**src/rtl/mem_port_arbiter.sv**
```systemverilog
// Two-requester arbiter for the core's single-port unified memory.
// The core (C) has priority; the DMA/loader (D) is forced through after MAX_WAIT lost cycles.
module mem_port_arbiter #(
  parameter int AW       = 32,
  parameter int DW       = 32,
  parameter int RD_LAT   = 1,
  parameter int MAX_WAIT = 4
) (
  input  logic          clk,
  input  logic          rst,
  input  logic          c_req,
  input  logic          c_we,
  input  logic [AW-1:0] c_addr,
  input  logic [DW-1:0] c_wdata,
  output logic          c_gnt,
  output logic          c_rvalid,
  output logic [DW-1:0] c_rdata,
  input  logic          d_req,
  input  logic          d_we,
  input  logic [AW-1:0] d_addr,
  input  logic [DW-1:0] d_wdata,
  output logic          d_gnt,
  output logic          d_rvalid,
  output logic [DW-1:0] d_rdata,
  output logic          mem_en,
  output logic          mem_we,
  output logic [AW-1:0] mem_addr,
  output logic [DW-1:0] mem_wdata,
  input  logic [DW-1:0] mem_rdata,
  output logic          busy
);

  localparam logic       IDLE     = 1'b0;
  localparam logic       RD_WAIT  = 1'b1;
  localparam logic [2:0] LAT_INIT = 3'(RD_LAT);
  localparam logic [3:0] WAIT_LIM = 4'(MAX_WAIT);

  logic       state_r;
  logic [2:0] lat_cnt_r;
  logic       owner_r;
  logic [3:0] wait_cnt_r;

  logic rv_cycle_s;
  logic elig_s;
  logic force_d_s;
  logic c_win_s;
  logic d_win_s;
  logic rd_gnt_s;

  // Grant eligibility and winner selection
  always_comb begin
    rv_cycle_s = (state_r == RD_WAIT) && (lat_cnt_r == 3'd1);
    elig_s     = (state_r == IDLE) || rv_cycle_s;
    force_d_s  = (wait_cnt_r >= WAIT_LIM);
    c_win_s    = elig_s && c_req && (!d_req || !force_d_s);
    d_win_s    = elig_s && d_req && (!c_req || force_d_s);
    rd_gnt_s   = (c_win_s && !c_we) || (d_win_s && !d_we);
  end

  // Grant and memory-port drive; everything forced low while in reset
  always_comb begin
    c_gnt     = 1'b0;
    d_gnt     = 1'b0;
    mem_en    = 1'b0;
    mem_we    = 1'b0;
    mem_addr  = {AW{1'b0}};
    mem_wdata = {DW{1'b0}};
    if (rst) begin
      c_gnt = 1'b0;
    end else if (c_win_s) begin
      c_gnt     = 1'b1;
      mem_en    = 1'b1;
      mem_we    = c_we;
      mem_addr  = c_addr;
      mem_wdata = c_wdata;
    end else if (d_win_s) begin
      d_gnt     = 1'b1;
      mem_en    = 1'b1;
      mem_we    = d_we;
      mem_addr  = d_addr;
      mem_wdata = d_wdata;
    end else begin
      mem_en = 1'b0;
    end
  end

  // Read-return steering to the owner of the outstanding read
  always_comb begin
    c_rvalid = 1'b0;
    d_rvalid = 1'b0;
    c_rdata  = {DW{1'b0}};
    d_rdata  = {DW{1'b0}};
    busy     = 1'b0;
    if (rst) begin
      busy = 1'b0;
    end else begin
      busy = (state_r == RD_WAIT);
      if (rv_cycle_s && !owner_r) begin
        c_rvalid = 1'b1;
        c_rdata  = mem_rdata;
      end else if (rv_cycle_s && owner_r) begin
        d_rvalid = 1'b1;
        d_rdata  = mem_rdata;
      end else begin
        c_rvalid = 1'b0;
      end
    end
  end

  // Read FSM: latency countdown with reload on a back-to-back read grant
  always_ff @(posedge clk or posedge rst) begin
    if (rst) begin
      state_r   <= IDLE;
      lat_cnt_r <= 3'd0;
      owner_r   <= 1'b0;
    end else begin
      case (state_r)
        IDLE: begin
          if (rd_gnt_s) begin
            state_r   <= RD_WAIT;
            lat_cnt_r <= LAT_INIT;
            owner_r   <= d_win_s;
          end else begin
            state_r <= IDLE;
          end
        end
        RD_WAIT: begin
          if (lat_cnt_r == 3'd1) begin
            if (rd_gnt_s) begin
              state_r   <= RD_WAIT;
              lat_cnt_r <= LAT_INIT;
              owner_r   <= d_win_s;
            end else begin
              state_r   <= IDLE;
              lat_cnt_r <= 3'd0;
            end
          end else begin
            lat_cnt_r <= lat_cnt_r - 3'd1;
          end
        end
        default: begin
          state_r   <= IDLE;
          lat_cnt_r <= 3'd0;
          owner_r   <= 1'b0;
        end
      endcase
    end
  end

  // Anti-starvation counter: counts every cycle D waits, eligible or not
  always_ff @(posedge clk or posedge rst) begin
    if (rst) begin
      wait_cnt_r <= 4'd0;
    end else if (d_win_s) begin
      wait_cnt_r <= 4'd0;
    end else if (d_req && (wait_cnt_r != 4'd15)) begin
      wait_cnt_r <= wait_cnt_r + 4'd1;
    end else begin
      wait_cnt_r <= wait_cnt_r;
    end
  end

endmodule

```
**config.mk**
```make
export PLATFORM = sky130hd
export DESIGN_NAME = mem_port_arbiter
export DESIGN_NICKNAME = d
export VERILOG_FILES = /design/src/rtl/mem_port_arbiter.sv
export SDC_FILE = /design/constraint.sdc
export NUM_CORES = 1
export LEC_CHECK = 0
export ABC_CLOCK_PERIOD_IN_PS = 1840
export CORE_AREA = 8 8 110 112
export DETAILED_ROUTE_END_ITERATION = 10
export DIE_AREA = 0 0 118 120
export PLACE_DENSITY = 0.82
export SLEW_MARGIN = 20
export SYNTH_ARGS = -nofsm -noshare
export SYNTH_HDL_FRONTEND = slang
export SYNTH_SLANG_ARGS = --single-unit
```
**constraint.sdc**
```tcl
create_clock -name clk -period 1.84 [get_ports clk]
set_input_delay 0.184 -clock clk [delete_from_list [all_inputs] [get_ports clk]]
set_output_delay 0.184 -clock clk [all_outputs]
set_load 0.1 [all_outputs]
```
==> flow_summary.json, run 1 <==
{
  "clk_path_buf_depth": 2,
  "outcome": "complete, but fails checks",
  "cap_violations": 0,
  "ant_nets": 0,
  "layout_commonest_cell": "clkdlybuf4s50_1",
  "numPortBuffers": 300,
  "wire_per_inst_um": 24.0,
  "grt-ovfl-total": 0,
  "cts.sinks": 9,
  "dr.first_iter.drc_count": 306,
  "whs_ps": 417,
  "path_clk_slew_ps": 50,
  "mostFrequentLayoutCells": "clkdlybuf4s50_1, buf_12, nand3_1",
  "cts_buffers": 3,
  "ys_ff_latch": 9,
  "dp_worst_setup_slack_ps": -62.7,
  "drc": 0,
  "finalWorstSetupSlack_ps": -207,
  "period_minus_slack_ps": 2050,
  "path_class": "register to output pin",
  "yosysTopAreaCell": "nand3_1",
  "worst_ep_required_time_ps": 1660,
  "power.leakage_nw": 3.11,
  "cts_tree": "done",
  "pwr-share-comb_pct": 93.4,
  "fin_nets": 858,
  "hp-class": "primary input to async pin",
  "rsz0062_at_grt": "yes",
  "yosysWarnings": 0,
  "final_core_util_pct": 79.3,
  "yosysTopAreaCellShare_pct": 30.5,
  "synth_edf_count": 0,
  "netlist_area_sq_mm": 0.00213,
  "setup_viol": 134,
  "synth_area_leaders": "nand3_1, and2_1, a21oi_1",
  "irDropWorstVdd_mv": 0.775,
  "die_h_um": 120,
  "wirelength_um": 19900,
  "internal_power_mw": 4.07,
  "synthArstFlopShare_pct": 100,
  "dieArea_sq_mm": 0.0142,
  "worst_pin_slew_ps": 437,
  "dr.pass1.iters": 6,
  "p_clk_share_pct": 2.3,
  "ys_types": 33,
  "switching_share_pct": 58.7,
  "fp.dieW_um": 118,
  "syn_to_final_growth_pct": 291,
  "grt_pass1_wl_um": 29400,
  "crit_arrival_ps": 1860,
  "syn_inst": 368,
  "power.density_mw_per_mm2": 1180,
  "layout_worst_path_cycle_share_pct": 111,
  "root_buffer": "clkbuf_8",
  "core-area_sq_mm": 0.0105,
  "io_pins": 301,
  "finalHoldViolCount": 0,
  "htreeDepth": 1,
  "skew_ps": 8.79,
  "start_kind": "register",
  "violations": "negative setup slack",
  "end_kind": "output pin",
  "syn_avg_cell_area_sq_um": 5.80,
  "num_rows": 38,
  "critPathMaxFanout": 10,
  "synth_seq_area_share_pct": 10.6,
  "fmax_ghz": 0.488,
  "drive_gt1_share_pct": 50.9,
  "start_util_pct": 20.3,
  "p_seq_share_pct": 4.2,
  "postCtsHoldBufs": 0,
  "clk_latency_ps": 240,
  "antenna_found_initial": 2,
  "vias_per_cell": 5.27,
  "max-slew-margin-rel_pct": 70.9,
  "gp_congestion": 0.842,
  "grt_max_degree": 70,
  "via_count": 4369,
  "grt_pass1_vias": 4808,
  "place.detailed.hpwl_um": 14800,
  "synthesis.nets": 537,
  "track_usage_pct": 26.3,
  "p_sw_mw": 5.80,
  "finalMaxSlewViolations": 0,
  "yosys_most_used_dff": "dfrtp_1"
}
==> layout make-up <==
class	instances	area [sq um]
well taps	140	175
diodes	1	2.50
repair buffers	352	5050
flip-flops and latches	9	225
clock buffers	4	45.0
multi-input cells	315	2810
inverters	8	30.0
fillers	581	2170
==> power groups by stage <==
stage               registers (mW)  logic, mW  clock network (mW)
global placement             0.366       8.15                   0
CTS                          0.406       9.01               0.235
finish                       0.417       9.22               0.232
detailed placement           0.381       8.31                   0
floorplan                    0.369       5.26                   0
global route                 0.429       9.50               0.242
==> final timing paths <==
| path | slack (ps) | cells past startpoint | to | from |
|---|---|---|---|---|
| min in group clk | 610 | 2 | wait_cnt_r[1]$_DFFE_PP0P_ | wait_cnt_r[1]$_DFFE_PP0P_ |
| setup reg to reg | 210 | 4 | wait_cnt_r[3]$_DFFE_PP0P_ | wait_cnt_r[2]$_DFFE_PP0P_ |
| max in group asynchronous | 1280 | 3 | wait_cnt_r[1]$_DFFE_PP0P_ | rst |
| hold / removal | 420 | 3 | wait_cnt_r[3]$_DFFE_PP0P_ | rst |
| setup / recovery | -210 | 7 | mem_wdata[10] | wait_cnt_r[2]$_DFFE_PP0P_ |
| hold reg to reg | 610 | 2 | wait_cnt_r[1]$_DFFE_PP0P_ | wait_cnt_r[1]$_DFFE_PP0P_ |
==> per-stage QoR <==
stage / cells / total power, mW / TNS [ps] / area [sq um]
final: 829 / 9.87 / -19500 / 8340
after global placement: 795 / 8.51 / 0 / 7790
after CTS: 823 / 9.65 / -20670 / 8230
after detailed placement: 795 / 8.69 / -2950 / 7790
after floorplan: 368 / 5.63 / -15060 / 3210
after global routing: 829 / 10.2 / -28980 / 8340
==> critical path: stages, from the launching register on <==
cell	delay, ps
dfrtp_1	400
buf_6	130
o21ai_4	180
buf_6	170
clkbuf_16	170
nand3_1	160
a21oi_4	210
buf_12	190
==> state kept, by name, indices dropped and copies added, names as in the netlist <==
| name | cells |
|---|---|
| state_r | 1 |
| owner_r | 1 |
| wait_cnt_r | 4 |
| lat_cnt_r | 3 |
==> repair_timing <==
action | in CTS | in global routing
pin swaps | 10 | 6
setup buffers | 13 | 4
resized for setup | 33 | 15
gates cloned | 11 | 1
setup endpoints to repair | 134 | 134
==> cell usage after synthesis, types with 2 or more instances <==
cell      number
o22ai_1        2
nor2b_1        3
nor3_1         2
inv_1          7
o211ai_1       2
nand3_1      130
nand2b_1       2
a211oi_1       2
o21ai_1        2
o21ai_0        2
buf_2         13
nor2_1         6
a21oi_1       68
ha_1           3
and3_1         3
nand2_1        5
and2_1        64
buf_1          8
clkbuf_1      22
dfrtp_1        9
==> logic make-up after synthesis <==
family,Yosys count,share of synthesized area (%)
AOI/OAI and AO/OA,83,21.1
adders and majority gates,3,1.76
buffers and inverters,52,10.3
DFF,9,10.6
and+or+nand+nor,221,56.3
==> layer usage <==
layer | vias up | wire (um) | global-route usage, %
met5 | - | 11 | 0
met3 | 38 | 1580 | 6.76
li1 | 1962 | - | -
met1 | 2080 | 7200 | 28.1
met2 | 287 | 10600 | 48.8
met4 | 2 | 529 | 9.93
Power figures use the tool's default switching activity.
==> run 2, diff against run 1 <==
--- a/config.mk
+++ b/config.mk
@@ -10,6 +10,7 @@
 export DETAILED_ROUTE_END_ITERATION = 10
 export DIE_AREA = 0 0 118 120
 export PLACE_DENSITY = 0.82
+export SETUP_SLACK_MARGIN = 0.4
 export SLEW_MARGIN = 20
 export SYNTH_ARGS = -nofsm -noshare
 export SYNTH_HDL_FRONTEND = slang
==> run 2 against run 1 <==
Effect of this change: the flow still finishes with violations (negative setup slack); sequential power down 5.3%; maximum frequency fell by 0.11%; clock power rose by 3%; routed wire length is 1.4% lower; first-iteration DRC count down 5.2%; via count fell by 1.3%; register-to-register slack barely moved; global-route usage shrank 2.2 points; total power fell by 1.0%; cell count fell by 1.1%; critical path depth rose by 1; critical path type unchanged; largest cell class unchanged.
==> flow_summary.json, run 2 (synthesis results as in run 1) <==
{
  "syn_to_final_growth_pct": 291,
  "clk_path_buf_depth": 2,
  "skew_ps": 2.05,
  "grt_pass1_wl_um": 27500,
  "diodes": 0,
  "setup_viol": 133,
  "fmax_ghz": 0.488,
  "grt-ovfl-total": 0,
  "core-area_sq_mm": 0.0105,
  "htreeDepth": 1,
  "end_kind": "output pin",
  "wirelength_um": 19700,
  "gp_congestion": 0.896,
  "crit_arrival_ps": 1870,
  "design_area_sq_mm": 0.00833,
  "postCtsHoldBufs": 0,
  "largest_register": "wait_cnt_r",
  "wire_per_inst_um": 24.0,
  "clk_latency_ps": 240,
  "start_util_pct": 20.3,
  "fin_nets": 850,
  "layout_worst_path_cycle_share_pct": 111,
  "antenna_found_initial": 0,
  "fp.dieW_um": 118,
  "layout_commonest_cell": "clkdlybuf4s50_1",
  "num_rows": 38,
  "worst_pin_slew_ps": 505,
  "path_clk_slew_ps": 50,
  "rsz0062_at_grt": "yes",
  "finalMaxSlewViolations": 0,
  "via_count": 4313,
  "dr.pass1.iters": 5,
  "finalHoldViolCount": 0,
  "irDropWorstVdd_mv": 0.790,
  "cts_tree": "done",
  "worst_ep_required_time_ps": 1660,
  "ant_nets": 0,
  "die_h_um": 120,
  "grt_pass1_vias": 4573,
  "period_minus_slack_ps": 2050,
  "grt_max_degree": 70,
  "cap_violations": 0,
  "power.leakage_nw": 3.11,
  "nFillCells": 594,
  "dieArea_sq_mm": 0.0142,
  "drc": 0,
  "drive_gt1_share_pct": 50.9,
  "critPathMaxFanout": 11,
  "start_kind": "register",
  "root_buffer": "clkbuf_8",
  "numPortBuffers": 300,
  "hp-class": "primary input to async pin",
  "power.density_mw_per_mm2": 1170,
  "reg_top3": "wait_cnt_r: 4 flops, lat_cnt_r: 3 flops",
  "cts.sinks": 9,
  "track_usage_pct": 24.1,
  "vias_per_cell": 5.26,
  "setup-tns-final_ps": -21610,
  "place_area_sq_mm": 0.00780,
  "path_class": "register to output pin",
  "largest_reg_flops": 4,
  "place.detailed.hpwl_um": 14900,
  "outcome": "complete, but fails checks",
  "finalWorstSetupSlack_ps": -210,
  "dp_worst_setup_slack_ps": -2.50,
  "dr.first_iter.drc_count": 290,
  "io_pins": 301,
  "mostFrequentLayoutCells": "clkdlybuf4s50_1, buf_12, nand3_1",
  "violations": "negative setup slack",
  "max-slew-margin-rel_pct": 66.4,
  "cts_buffers": 3
}
## run 2: final timing paths
| check | depth (start not counted) | from | to | slack [ps] |
|---|---|---|---|---|
| hold / removal | 3 | rst | owner_r$_DFFE_PP0P_ | 430 |
| setup reg to reg | 6 | wait_cnt_r[3]$_DFFE_PP0P_ | lat_cnt_r[0]$_DFFE_PP0P_ | 220 |
| max in group asynchronous | 3 | rst | state_r$_DFF_PP0_ | 1270 |
| setup / recovery | 8 | lat_cnt_r[1]$_DFFE_PP0P_ | mem_addr[16] | -210 |
| hold reg to reg | 2 | lat_cnt_r[1]$_DFFE_PP0P_ | lat_cnt_r[1]$_DFFE_PP0P_ | 570 |
| min in group clk | 4 | d_req | wait_cnt_r[1]$_DFFE_PP0P_ | 530 |
## run 2: area by class of cell
type | count | area, sq um | area share, %
tap | 140 | 175 | 2.10
timing repair buffer | 352 | 5120 | 61.5
inverter | 8 | 30.0 | 0.360
clock buffer | 4 | 45.0 | 0.541
sequential | 9 | 225 | 2.70
multi-input combinational | 307 | 2730 | 32.8
## run 2: power breakdown
| part | internal [mW] | total (mW) | switching, mW |
|---|---|---|---|
| clock network | 0.152 | 0.240 | 0.0881 |
| registers | 0.292 | 0.395 | 0.104 |
| logic | 3.59 | 9.13 | 5.54 |
## run 2: routing by layer
metal	wire length (um)	track usage [%]	up-vias
li1	-	-	1927
met1	7040	26.4	2080
met2	10500	43.9	275
met3	1750	7.66	31
met4	423	6.65	0
met5	0	0	-
## run 2: through the flow
step                total power, mW  utilization [%]  hold slack [ps]  instances
CTS                            9.10             75.6              437        801
global placement               8.49             74.2              525        793
global route                   10.1             79.3              454        820
finish                         9.77             79.3              429        820
detailed placement             8.66             74.2              548        793
floorplan                      5.64                -             42.3        368
## run 2: worst max-delay path, stage by stage, from the launching register on
cell and delay [ps]:
dfrtp_1 390, inv_2 90, ha_4 130, nor2b_4 210, o21ai_4 120, buf_12 150, buf_12 160, a21oi_4 180
buf_12 200
## run 2: repair_timing
item,CTS,global route
pin swaps,10,8
gates cloned,0,11
setup endpoints to repair,141,142
resized for setup,14,14
setup buffers,4,8
